$ cat config.mk
export PLATFORM = sky130hd
export DESIGN_NAME = instr_fetch
export DESIGN_NICKNAME = d
export VERILOG_FILES = /design/src/rtl/instr_fetch_pkg.sv /design/src/rtl/instr_fetch.sv
export SDC_FILE = /design/constraint.sdc
export NUM_CORES = 1
export LEC_CHECK = 0
export ABC_AREA = 1
export BUFFER_PORTS_ARGS = -buffer_cell sky130_fd_sc_hd__clkbuf_2
export CAP_MARGIN = 20
export CORE_ASPECT_RATIO = 0.5
export CORE_MARGIN = 2
export CORE_UTILIZATION = 50
export DETAILED_ROUTE_END_ITERATION = 7
export GPL_TIMING_DRIVEN = 0
export MAX_ROUTING_LAYER = met4
export PLACE_DENSITY = 0.83
export SYNTH_ARGS = -nofsm -noshare
export SYNTH_HDL_FRONTEND = slang
export SYNTH_SLANG_ARGS = --single-unit
$ cat constraint.sdc
create_clock -name clk -period 4.3 [get_ports clk]
set_clock_uncertainty 0.2 [all_clocks]
set_input_delay 0.43 -clock clk [delete_from_list [all_inputs] [get_ports clk]]
set_output_delay 0.43 -clock clk [all_outputs]
set_load 0.02 [all_outputs]
$ cat src/rtl/instr_fetch_pkg.sv
// Shared definitions for the instruction fetch stage: width defaults and
// the fetch FSM state encoding.
package fetch_pkg;

   localparam int AW_DEF = 8;
   localparam int DW_DEF = 16;

   typedef enum logic [2:0] {
      ST_IDLE  = 3'd0,
      ST_LATCH = 3'd1,
      ST_REQ   = 3'd2,
      ST_DROP  = 3'd3,
      ST_FULL  = 3'd4
   } state_t;

endpackage

$ cat src/rtl/instr_fetch.sv
// Instruction fetch stage: captures the PC, reads one word from instruction
// memory, holds it for the decoder and asks the PC to advance.
//
// Handshakes:
//   memory  - mem_req/mem_addr are held stable until mem_ack; a request is
//             never withdrawn except by reset. mem_ack may arrive in the
//             same cycle as mem_req.
//   decoder - ir_valid/ir_ready: a transfer happens in any cycle where both
//             are 1; ir_data/ir_pc are held unchanged while ir_valid=1.
//   pc      - pc_ld flushes the stage; pc_adv pulses once per accepted word
//             and never together with pc_ld.
// fsm_state exposes the FSM register for observation.
module instr_fetch
   import fetch_pkg::*;
#(
   parameter int AW = AW_DEF,
   parameter int DW = DW_DEF
) (
   input  logic          clk,
   input  logic          rst,
   input  logic [AW-1:0] pc_addr,
   input  logic          pc_ld,
   output logic          pc_adv,
   output logic          mem_req,
   output logic [AW-1:0] mem_addr,
   input  logic          mem_ack,
   input  logic [DW-1:0] mem_rdata,
   output logic          ir_valid,
   output logic [DW-1:0] ir_data,
   output logic [AW-1:0] ir_pc,
   input  logic          ir_ready,
   output logic [2:0]    fsm_state
);

   state_t        state;
   state_t        state_nxt;
   logic [AW-1:0] fetch_addr;
   logic [DW-1:0] ir_data_q;
   logic [AW-1:0] ir_pc_q;
   logic          capture;

   // State register; reset wins over every other input.
   always_ff @(posedge clk) begin
      if (rst) begin
         state <= ST_IDLE;
      end else begin
         state <= state_nxt;
      end
   end

   // Next-state logic. A load in REQ without an ack parks in DROP so the
   // outstanding read completes before the new address is latched.
   always_comb begin
      state_nxt = state;
      case (state)
         ST_IDLE:  state_nxt = ST_LATCH;
         ST_LATCH: if (!pc_ld) state_nxt = ST_REQ;
         ST_REQ: begin
            if (mem_ack) begin
               state_nxt = pc_ld ? ST_LATCH : ST_FULL;
            end else if (pc_ld) begin
               state_nxt = ST_DROP;
            end
         end
         ST_DROP:  if (mem_ack) state_nxt = ST_LATCH;
         ST_FULL:  if (ir_ready || pc_ld) state_nxt = ST_LATCH;
         default:  state_nxt = ST_IDLE;
      endcase
   end

   // Output decode; everything is forced to zero while rst is high so an
   // in-flight request is abandoned and a late ack has nothing to act on.
   always_comb begin
      mem_req  = 1'b0;
      pc_adv   = 1'b0;
      ir_valid = 1'b0;
      capture  = 1'b0;
      if (!rst) begin
         case (state)
            ST_REQ: begin
               mem_req = 1'b1;
               if (mem_ack && !pc_ld) begin
                  pc_adv  = 1'b1;
                  capture = 1'b1;
               end
            end
            ST_DROP: mem_req  = 1'b1;
            ST_FULL: ir_valid = 1'b1;
            default: ;
         endcase
      end
      mem_addr = rst ? '0 : fetch_addr;
      ir_data  = rst ? '0 : ir_data_q;
      ir_pc    = rst ? '0 : ir_pc_q;
   end

   // Address latch and instruction register; the PC value is used verbatim.
   always_ff @(posedge clk) begin
      if (rst) begin
         fetch_addr <= '0;
         ir_data_q  <= '0;
         ir_pc_q    <= '0;
      end else begin
         if (state == ST_LATCH) begin
            fetch_addr <= pc_addr;
         end
         if (capture) begin
            ir_data_q <= mem_rdata;
            ir_pc_q   <= fetch_addr;
         end
      end
   end

   assign fsm_state = state;

endmodule
# Yosys cells after proc, flatten, opt, wreduce, memory -nomap -nowiden
# Index checks and enable logic that the tools add are counted.
# Widths: inputs -> output; s select.
dict set report totals {
  out_inout_bits 38
  in_bits 29
  ff_bits 35
  word_cells 35
}
dict set report classes {
  n_reduce_logical 6
  mux 17
  eq_ne 8
}
# op count
set ops {}
lappend ops {{$mux 3} 6}
lappend ops {{$mux 16} 1}
lappend ops {{$mux 8} 2}
lappend ops {{$pmux 3 s5} 1}
lappend ops {{$mux 1} 7}
lappend ops {{$eq 3x2->1 const B} 2}
lappend ops {{$ne 2x2->1 const B} 3}
lappend ops {{$reduce_and 4->1} 1}
lappend ops {{$eq 3x1->1 const B} 1}
lappend ops {{$eq 3x3->1 const B} 1}
lappend ops {{$logic_not 3->1} 1}
lappend ops {{$ne 3x3->1 const B} 1}
lappend ops {{$reduce_or 2->1} 1}
lappend ops {{$logic_and 1x1->1} 1}
lappend ops {{$logic_not 1->1} 1}
lappend ops {{$logic_or 1x1->1} 1}

# Logic depth before layout (Yosys ltp)
# Gate-level depths: netlist (run 1).
dict set report depth {
  depth_word 5
  depth_mapped 9
}

# Worst setup path after synthesis (run 1)
# OpenSTA, ideal clock, no wires.
dict set report synth_path {
  path_kind {register -> output}
  from {reg state[1], in the netlist fsm_state[1]}
  to {out pc_adv}
  t_arrival_ns 1.258
  path_slack_ns 2.412
  required_ns 3.670
  stages_incl_launch_ff 8
  cell_sequence {dfxtp_1 inv_2 nor2_4 inv_2 nor2_8 nand2_4 clkinv_4 buf_6}
}
dict set report synth_between {
  elab_chain_cells 3
}
# item line
set synth_rtl {}
lappend synth_rtl {{start: declaration} instr_fetch.sv:35} ;# state_t state;
lappend synth_rtl {{start signal: assignment} instr_fetch.sv:47} ;# state <= state_nxt;
lappend synth_rtl {{$eq 3x2->1} instr_fetch.sv:79} ;# case (state)
lappend synth_rtl {{$mux 1} instr_fetch.sv:79}
lappend synth_rtl {{$mux 1} instr_fetch.sv:78} ;# if (!rst) begin
lappend synth_rtl {{end: declaration} instr_fetch.sv:23} ;# output logic pc_adv,
# Every way passes these cells.

# Worst setup path in the final report (run 1)
# Same ends and word-level chain as after synthesis.

==> run_results.csv, run 1 <==
group,metric,value,unit
power,powerDensity,476,nW/um2
route,finalWirelength,3430,um
synthesis,synth.distinct_cells,24,
final_layout,drive_gt1_share,39.4,%
sta,period_needed,2.35,ns
route,drt_iter0_markers,75,
clock_network,cts_tree,"done",
critical_path,path_cells,"inv_2 > nor2_4 > inv_2 > nor2_8 > nand2_4 > clkinv_4 > buf_6 > clkbuf_2",
clock_network,cts.sinks,35,
sta,fmax,425,MHz
clock_network,cts_htree_levels,2,
floorplanning,die_h,43.7,um
route,ant_nets,0,
synthesis,synth_area,1570,um2
critical_path,worst_path_largest_cell_delay,0.37,ns
final_layout,antenna_cells,0,
global_routing,overflow,0,
floorplanning,die_area,3640,um2
global_routing,grt_pass1_wl,5810,um
placement,gp_congestion,0.950,
clock_network,hold_buffers,0,
final_layout,layout_commonest_cell,"clkbuf_2",
critical_path,crit_path_top_delay_cell,"dfxtp_1",
sta,rsz0062_at_grt,"no",
placement,dp_hpwl,2530,um
final_layout,area_growth,30.5,%
critical_path,crit_family,"buffers and inverters",
power,vdd_ir_drop_max,0.295,mV
synthesis,synthesis.nets,234,
critical_path,worstPathRequired,3.67,ns
synthesis,yosys_warnings,0,
global_routing,grt_start_max_net_pins,11,
route,vias,1489,
clock_network,root_buffer,"clkbuf_8",
final_layout,fin_nets,307,
sta,finalCritPeriodShare,54.7,%
sta,report.final.slew_viol_count,0,
route,wl_per_cell,10.7,um
synthesis,yosys_register_bits,35,
floorplanning,rows,14,
floorplanning,core_area,3000,um2
route,drcViolationCount,0,
critical_path,startpoint_type,"flop",
sta,setup_tns,0,ns
global_routing,grt_use_total,21.0,%
synthesis,syn_area_per_cell,7.67,um2
min_path,hold_class,"input pin to flop",
critical_path,critPathCaptureType,"output pin",
critical_path,crit_path_max_fanout,10,
clock_network,clkTransAtPathRegs,0.07,ns
outcome,status,"finished clean",
critical_path,worst_ep_arrival_time,1.72,ns
floorplanning,io_pins,67,
synthesis,syn_inst,205,
floorplanning,start_util,52.5,%
critical_path,cp_num_buf_inv,5,
clock_network,clock_latency,0.28,ns
clock_network,post_cts_buffers,0,
route,viasPerCell,4.67,
critical_path,cpMostUsedCell,"inv_2",
sta,tightestPinTransition,0.476,ns
final_layout,final_core_util,68.5,%
final_layout,final_cell_mix,"clkbuf_2, nand2_1, inv_1, dfxtp_1, nor2_1",
clock_network,clockBufferDepth,2,
sta,hold_violations,0,
flow_run,drv_cap,0,
power,leakagePower,1.23,nW
sta,setup_viol,0,
synthesis,synth-seq-area-share,44.6,%
floorplanning,dieWidth,83.3,um
placement,io_buffers,66,
global_routing,antenna_found_initial,0,
route,firstDrtPassIters,4,
critical_path,path_class,"flop to output pin",
clock_network,cts-resized-gates,0,
sta,max_slew_margin,68.2,%
global_routing,grt_pass1_vias,1347,
clock_network,cts_inserted_buffers,5,
[per-stage QoR]
step	instance area (um2)	setup slack (ns)	cells	hold slack, ns	total power [mW]
6_report	2050	1.95	319	0.140	0.978
5_1_grt	2050	1.84	319	0.147	1.04
4_1_cts	2050	1.94	319	0.135	0.981
3_5_place_dp	1950	2.12	311	0.269	0.727
3_3_place_gp	1950	2.11	311	0.264	0.718
2_1_floorplan	1570	2.41	205	0.251	0.635
[power by group]
group	switching, mW	total, mW	leakage [nW]	internal, mW
combinational	0.214	0.316	0.896	0.102
sequential	0.0238	0.405	0.285	0.382
clock	0.111	0.257	0.0515	0.146
total	0.349	0.978	1.23	0.629
[sequential cells by signal, summed over array words and instances, names as in the netlist]
signal,cells
ir_data_q,16
fetch_addr,8
ir_pc_q,8
fsm_state,3
[synthesized netlist by cell type]
master | n | share of area (%)
nand2_1 | 38 | 9.1
dfxtp_1 | 35 | 45
inv_1 | 35 | 8.4
nor2_1 | 18 | 4.3
o21ai_2 | 13 | 7.2
a21oi_1 | 11 | 3.5
nand2_2 | 11 | 4.4
a22oi_1 | 8 | 3.8
o21ai_0 | 8 | 2.5
inv_2 | 5 | 1.2
o21ai_1 | 5 | 1.6
nand3_1 | 4 | 1.3
buf_1 | 2 | 0.48
clkbuf_1 | 2 | 0.48
buf_12 | 1 | 1.3
buf_2 | 1 | 0.32
buf_6 | 1 | 0.72
buf_8 | 1 | 0.95
clkinv_4 | 1 | 0.56
nand2_4 | 1 | 0.72
nand4_1 | 1 | 0.40
nor2_4 | 1 | 0.72
nor2_8 | 1 | 1.3
nor3_1 | 1 | 0.32
[worst reg2reg max path: cells and delay by family (launching register included)]
family	cells	cell delay [ns]
AOI/OAI and AO/OA	1	0.07
buffers and inverters	4	0.44
DFF	1	0.37
and+or+nand+nor	3	0.45
[layout make-up]
class / count / area, um2
well taps: 40 / 50.0
fillers: 249 / 942
multi-input cells: 121 / 647
plain buffers: 8 / 66.3
repair buffers: 66 / 330
clock buffers: 8 / 100
inverters: 41 / 159
flip-flops and latches: 35 / 701
[kinds of logic (layout without fill, tap and decap cells)]
| family | Yosys count | count (layout) | synth area share, % |
|---|---|---|---|
| AND/OR/NAND/NOR | 76 | 76 | 22.4 |
| flip-flops | 35 | 35 | 44.6 |
| buffers and inverters | 49 | 123 | 14.3 |
| AO/OA/AOI/OAI | 45 | 45 | 18.7 |
[worst paths after layout]
path	startpoint	slack, ns	cells past startpoint	endpoint
worst max-delay path	fsm_state[1]	1.95	8	pc_adv
worst min-delay path	rst	0.14	2	fsm_state[2]
worst max register to register	fsm_state[1]	2.67	8	ir_data_q[12]
worst min register to register	ir_data_q[1]	0.28	2	ir_data_q[1]
[metal layers]
layer	vias up	part of all wire, %	track usage (%)
li1	785	-	-
met1	648	43	25.1
met2	52	50	35.2
met3	4	6.0	5.71
met4	0	0.96	7.21
met5	-	0	-
Power figures use the tool's default switching activity.
==> run 2, diff against run 1 <==
CORE_UTILIZATION = 47   (was 50)
PLACE_DENSITY = 0.79   (was 0.83)
clock period = 2.3 ns   (was 4.3 ns; I/O delays follow)
==> run_results.csv, run 2 (synthesized netlist as in run 1, its figures left out) <==
group,metric,value,unit
outcome,status,"finished, violations left",
outcome,violations,"design-rule violations",
placement,dp_hpwl,2600,um
critical_path,rr_startpoint,"fsm_state[1]",
final_layout,antenna_cells,0,
placement,io_buffers,66,
min_path,whs_path_depth,3,
floorplanning,die_h,44.9,um
final_layout,biggestRegsByFlops,"ir_data_q (16), fetch_addr (8), ir_pc_q (8)",
critical_path,critPathCaptureType,"output pin",
global_routing,grt_pass1_vias,1490,
final_layout,regArea,701,um2
sta,setup_tns,0,ns
global_routing,grt_pass1_wl,6180,um
min_path,hold_class,"input pin to flop",
power,switchingPower,0.659,mW
min_path,hold_start,"pc_addr[5]",
floorplanning,io_pins,67,
power,combPwrFrac,33.7,%
power,clockPowerShare,24.5,%
final_layout,final_core_util,71.4,%
placement,gp_congestion,0.807,
critical_path,startpoint_type,"flop",
critical_path,reg2reg_depth,8,
flow_run,drv_cap,0,
floorplanning,dieWidth,85.8,um
clock_network,clkTransAtPathRegs,0.07,ns
route,finalWirelength,3680,um
power,swShare,36.3,%
route,drcViolationCount,3,
global_routing,grt_use_total,21.5,%
clock_network,cts.sinks,35,
sta,tightestPinTransition,0.458,ns
sta,max_slew_margin,69.5,%
route,firstDrtPassIters,8,
clock_network,clockBufferDepth,2,
final_layout,final_cell_mix,"clkbuf_2, nand2_1, inv_1, dfxtp_1, nor2_1",
critical_path,crit_path_top_delay_cell,"dfxtp_1",
final_layout,fin_nets,324,
clock_network,cts_htree_levels,2,
floorplanning,core_area,3100,um2
clock_network,root_buffer,"clkbuf_8",
route,viasPerCell,4.75,
final_layout,largest-register,"ir_data_q",
critical_path,worst_ep_arrival_time,1.71,ns
sta,finalCritPeriodShare,92.8,%
global_routing,antenna_found_initial,0,
power,powerDensity,820,nW/um2
sta,rsz0062_at_grt,"no",
clock_network,cts_inserted_buffers,5,
route,wl_per_cell,11.0,um
floorplanning,start_util,50.7,%
power,vdd_ir_drop_max,0.397,mV
final_layout,largest_reg_flops,16,
power,leakagePower,1.30,nW
final_layout,drive_gt1_share,38.0,%
critical_path,r2r_setup_slack,0.70,ns
power,p_seq_share,41.7,%
min_path,worstHoldEndpoint,"fetch_addr[5]",
floorplanning,die_area,3850,um2
clock_network,clock_latency,0.28,ns
critical_path,startpoint,"fsm_state[1]",
critical_path,worst_path_largest_cell_delay,0.36,ns
final_layout,layout_commonest_cell,"clkbuf_2",
critical_path,cpMostUsedCell,"inv_2",
sta,hold_violations,0,
critical_path,worstPathRequired,1.87,ns
critical_path,crit_path_max_fanout,10,
sta,period_needed,2.14,ns
global_routing,grt_start_max_net_pins,11,
route,ant_nets,0,
floorplanning,rows,14,
sta,fmax,468,MHz
sta,setup_viol,0,
critical_path,path_class,"flop to output pin",
final_layout,multi_input_area,647,um2
critical_path,r2r_end,"ir_data_q[7]",
route,drt_iter0_markers,48,
power,p_int,1.16,mW
clock_network,cts_tree,"done",
global_routing,overflow,0,
final_layout,fillers,280,
critical_path,path_cells,"inv_2 > nor2_4 > inv_2 > nor2_8 > nand2_4 > clkinv_4 > buf_6 > clkbuf_2",
route,vias,1591,
final_layout,area_growth,40.7,%
sta,report.final.slew_viol_count,0,
run 2: what timing repair did:
item / 4_1_cts / 5_1_grt
endpoints found under the hold margin: 17 / 0
gates resized for setup: 0 / 2
hold buffers: 17 / 0
buffers inserted: 0 / 0
setup endpoints to repair: 0 / 20
run 2: cell type report:
type,instances,area share [%]
Tap cell,40,2.26
Multi-Input combinational cell,121,29.2
Buffer,8,3.11
Timing Repair Buffer,83,22.6
Clock buffer,6,3.73
Inverter,41,7.18
Clock inverter,1,0.226
Sequential cell,35,31.7
run 2: power groups by stage:
| stage | Combinational (mW) | Clock [mW] | Sequential, mW |
|---|---|---|---|
| final | 0.613 | 0.445 | 0.758 |
| after global routing | 0.677 | 0.483 | 0.768 |
| after CTS | 0.614 | 0.457 | 0.757 |
| after detailed placement | 0.589 | 0 | 0.771 |
| after global placement | 0.573 | 0 | 0.768 |
| after floorplan | 0.402 | 0 | 0.786 |
run 2: worst max path at each step:
stage,end,slack (ns),cells past startpoint
after floorplan,pc_adv,0.61,7
after global placement,pc_adv,0.47,8
after detailed placement,pc_adv,0.46,8
after CTS,ir_data[14],0.03,7
after global routing,pc_adv,0.05,8
final,pc_adv,0.16,8
run 2: metal layers:
metal	wire [um]	GRT usage (%)
met5	0	-
met4	39	7.62
met3	206	6.03
met2	1830	36.6
met1	1610	25.1
run 2: metrics by stage:
| stage | setup WS [ns] | total power, mW | hold WS, ns | instances | area [um2] |
|---|---|---|---|---|---|
| finish | 0.165 | 1.82 | 0.0286 | 335 | 2210 |
| global route | 0.0477 | 1.93 | 0.0384 | 335 | 2210 |
| global placement | 0.468 | 1.34 | 0.229 | 311 | 1950 |
| CTS | 0.0295 | 1.83 | 0.0300 | 335 | 2210 |
| floorplan | 0.612 | 1.19 | 0.0991 | 205 | 1570 |
| detailed placement | 0.459 | 1.36 | 0.232 | 311 | 1950 |
run 2: worst max-delay path, delay by kind of cell (launching register included):
family        cells  cell delay, ns
buf+inv           5            0.61
simple gates      3            0.45
flops             1            0.36
==> run 3, diff against run 2 <==
REMOVE_ABC_BUFFERS = 1   (was unset)
SKIP_CTS_REPAIR_TIMING = 1   (was unset)
==> run_results.csv, run 3 (synthesized netlist as in run 1, its figures left out) <==
group,metric,value,unit
flow_run,drv_cap,0,
power,leakagePower,1.26,nW
floorplanning,rows,14,
route,viasPerCell,4.62,
critical_path,reg2reg_depth,4,
final_layout,antenna_cells,0,
critical_path,worst_ep_arrival_time,1.70,ns
critical_path,startpoint_type,"flop",
route,drt_iter0_markers,47,
clock_network,cts_inserted_buffers,5,
sta,rsz0062_at_grt,"no",
final_layout,fillers,273,
clock_network,clock_latency,0.27,ns
clock_network,clkTransAtPathRegs,0.07,ns
power,powerDensity,826,nW/um2
clock_network,cts_htree_levels,2,
final_layout,area_growth,35.8,%
floorplanning,core_area,3100,um2
placement,gp_congestion,0.854,
sta,setup_slack,0.167,ns
sta,report.final.slew_viol_count,0,
global_routing,overflow,0,
floorplanning,start_util,50.7,%
sta,hold_violations,0,
floorplanning,die_area,3850,um2
final_layout,biggestRegsByFlops,"ir_data_q (16), fetch_addr (8), ir_pc_q (8)",
route,vias,1510,
floorplanning,die_h,44.9,um
critical_path,path_class,"flop to output pin",
global_routing,antenna_found_initial,0,
placement,io_buffers,66,
final_layout,largest-register,"ir_data_q",
global_routing,busiest_layer,"met2",
sta,finalCritPeriodShare,92.7,%
final_layout,final_cell_mix,"clkbuf_2, nand2_1, inv_1, dfxtp_1, nor2_1",
sta,setup_viol,0,
critical_path,worstPathRequired,1.87,ns
route,finalWirelength,3480,um
power,vdd_ir_drop_max,0.491,mV
global_routing,grt_use_met2,35.0,%
route,firstDrtPassIters,6,
clock_network,root_buffer,"clkbuf_8",
route,wl_per_cell,10.6,um
critical_path,crit_path_max_fanout,33,
final_layout,layoutNonFillerInstCount,327,
placement,dp_slack,0.201,ns
final_layout,fin_nets,315,
global_routing,grt_pass1_vias,1335,
min_path,whs_path_depth,3,
clock_network,cts_tree,"done",
floorplanning,io_pins,67,
placement,dp_hpwl,2440,um
outcome,status,"finished clean",
critical_path,rr_startpoint,"fsm_state[2]",
clock_network,cts.sinks,35,
clock_network,clockBufferDepth,2,
critical_path,r2r_end,"fetch_addr[0]",
final_layout,layout_commonest_cell,"clkbuf_2",
final_layout,drive_gt1_share,36.6,%
sta,period_needed,2.13,ns
global_routing,grtUsageMet3,4.57,%
sta,fmax,469,MHz
min_path,hold_class,"input pin to flop",
placement,dp_cells,303,
sta,max_slew_margin,58.6,%
global_routing,grt_use_met1,20.1,%
global_routing,grt_use_total,18.6,%
floorplanning,dieWidth,85.8,um
final_layout,largest_reg_flops,16,
global_routing,grt_pass1_wl,5490,um
min_path,worstHoldEndpoint,"fetch_addr[4]",
critical_path,r2r_setup_slack,0.60,ns
sta,setup_tns,0,ns
route,drcViolationCount,0,
min_path,hold_start,"pc_addr[4]",
route,ant_nets,0,
sta,tightestPinTransition,0.619,ns
critical_path,critPathCaptureType,"output pin",
global_routing,grt_start_max_net_pins,36,
-- run 3: critical path: stages (launching register included) --
cell	delay [ns]
dfxtp_1	0.37
inv_2	0.08
nor2_4	0.12
inv_2	0.08
nor2_8	0.20
nand2_4	0.15
clkinv_8	0.20
clkbuf_2	0.21
-- run 3: how the worst max path moves through the flow --
stage	startpoint	endpoint	slack (ns)	cells past startpoint
2_1_floorplan	fsm_state[1]	ir_data_q[13]	0.61	8
3_3_place_gp	rst	pc_adv	0.23	5
3_5_place_dp	rst	pc_adv	0.20	5
4_1_cts	fsm_state[1]	pc_adv	0.06	7
5_1_grt	fsm_state[1]	pc_adv	0.05	7
6_report	fsm_state[1]	pc_adv	0.17	7
-- run 3: layer usage --
metal  vias up  part of all wire [%]
met4         0                  0.78
met5         -                     0
met2        29                    51
met1       678                    45
met3         4                   3.6
li1        799                     -
-- run 3: area by class of cell --
type	count	area (um2)	share of cell area [%]
timing repair buffer	82	490	23.0
clock buffer	7	76.3	3.57
multi-input combinational	121	647	30.3
clock inverter	1	5.00	0.234
tap	40	50.0	2.34
inverter	41	166	7.79
sequential	35	701	32.8
-- run 3: report_power, final --
part           internal, mW  switching (mW)  leakage [nW]
clock                 0.212           0.204        0.0422
sequential            0.713          0.0454         0.285
combinational         0.192           0.398         0.937
-- run 3: metrics by stage --
stage	hold slack, ns	utilization [%]	cell area, um2	total power [mW]
2_1_floorplan	0.0991	-	1510	1.17
3_3_place_gp	0.230	60.9	1890	1.31
3_5_place_dp	0.235	60.9	1890	1.34
4_1_cts	-0.0522	63.5	1970	1.76
5_1_grt	0.0354	68.9	2140	1.88
6_report	0.0299	68.9	2140	1.77
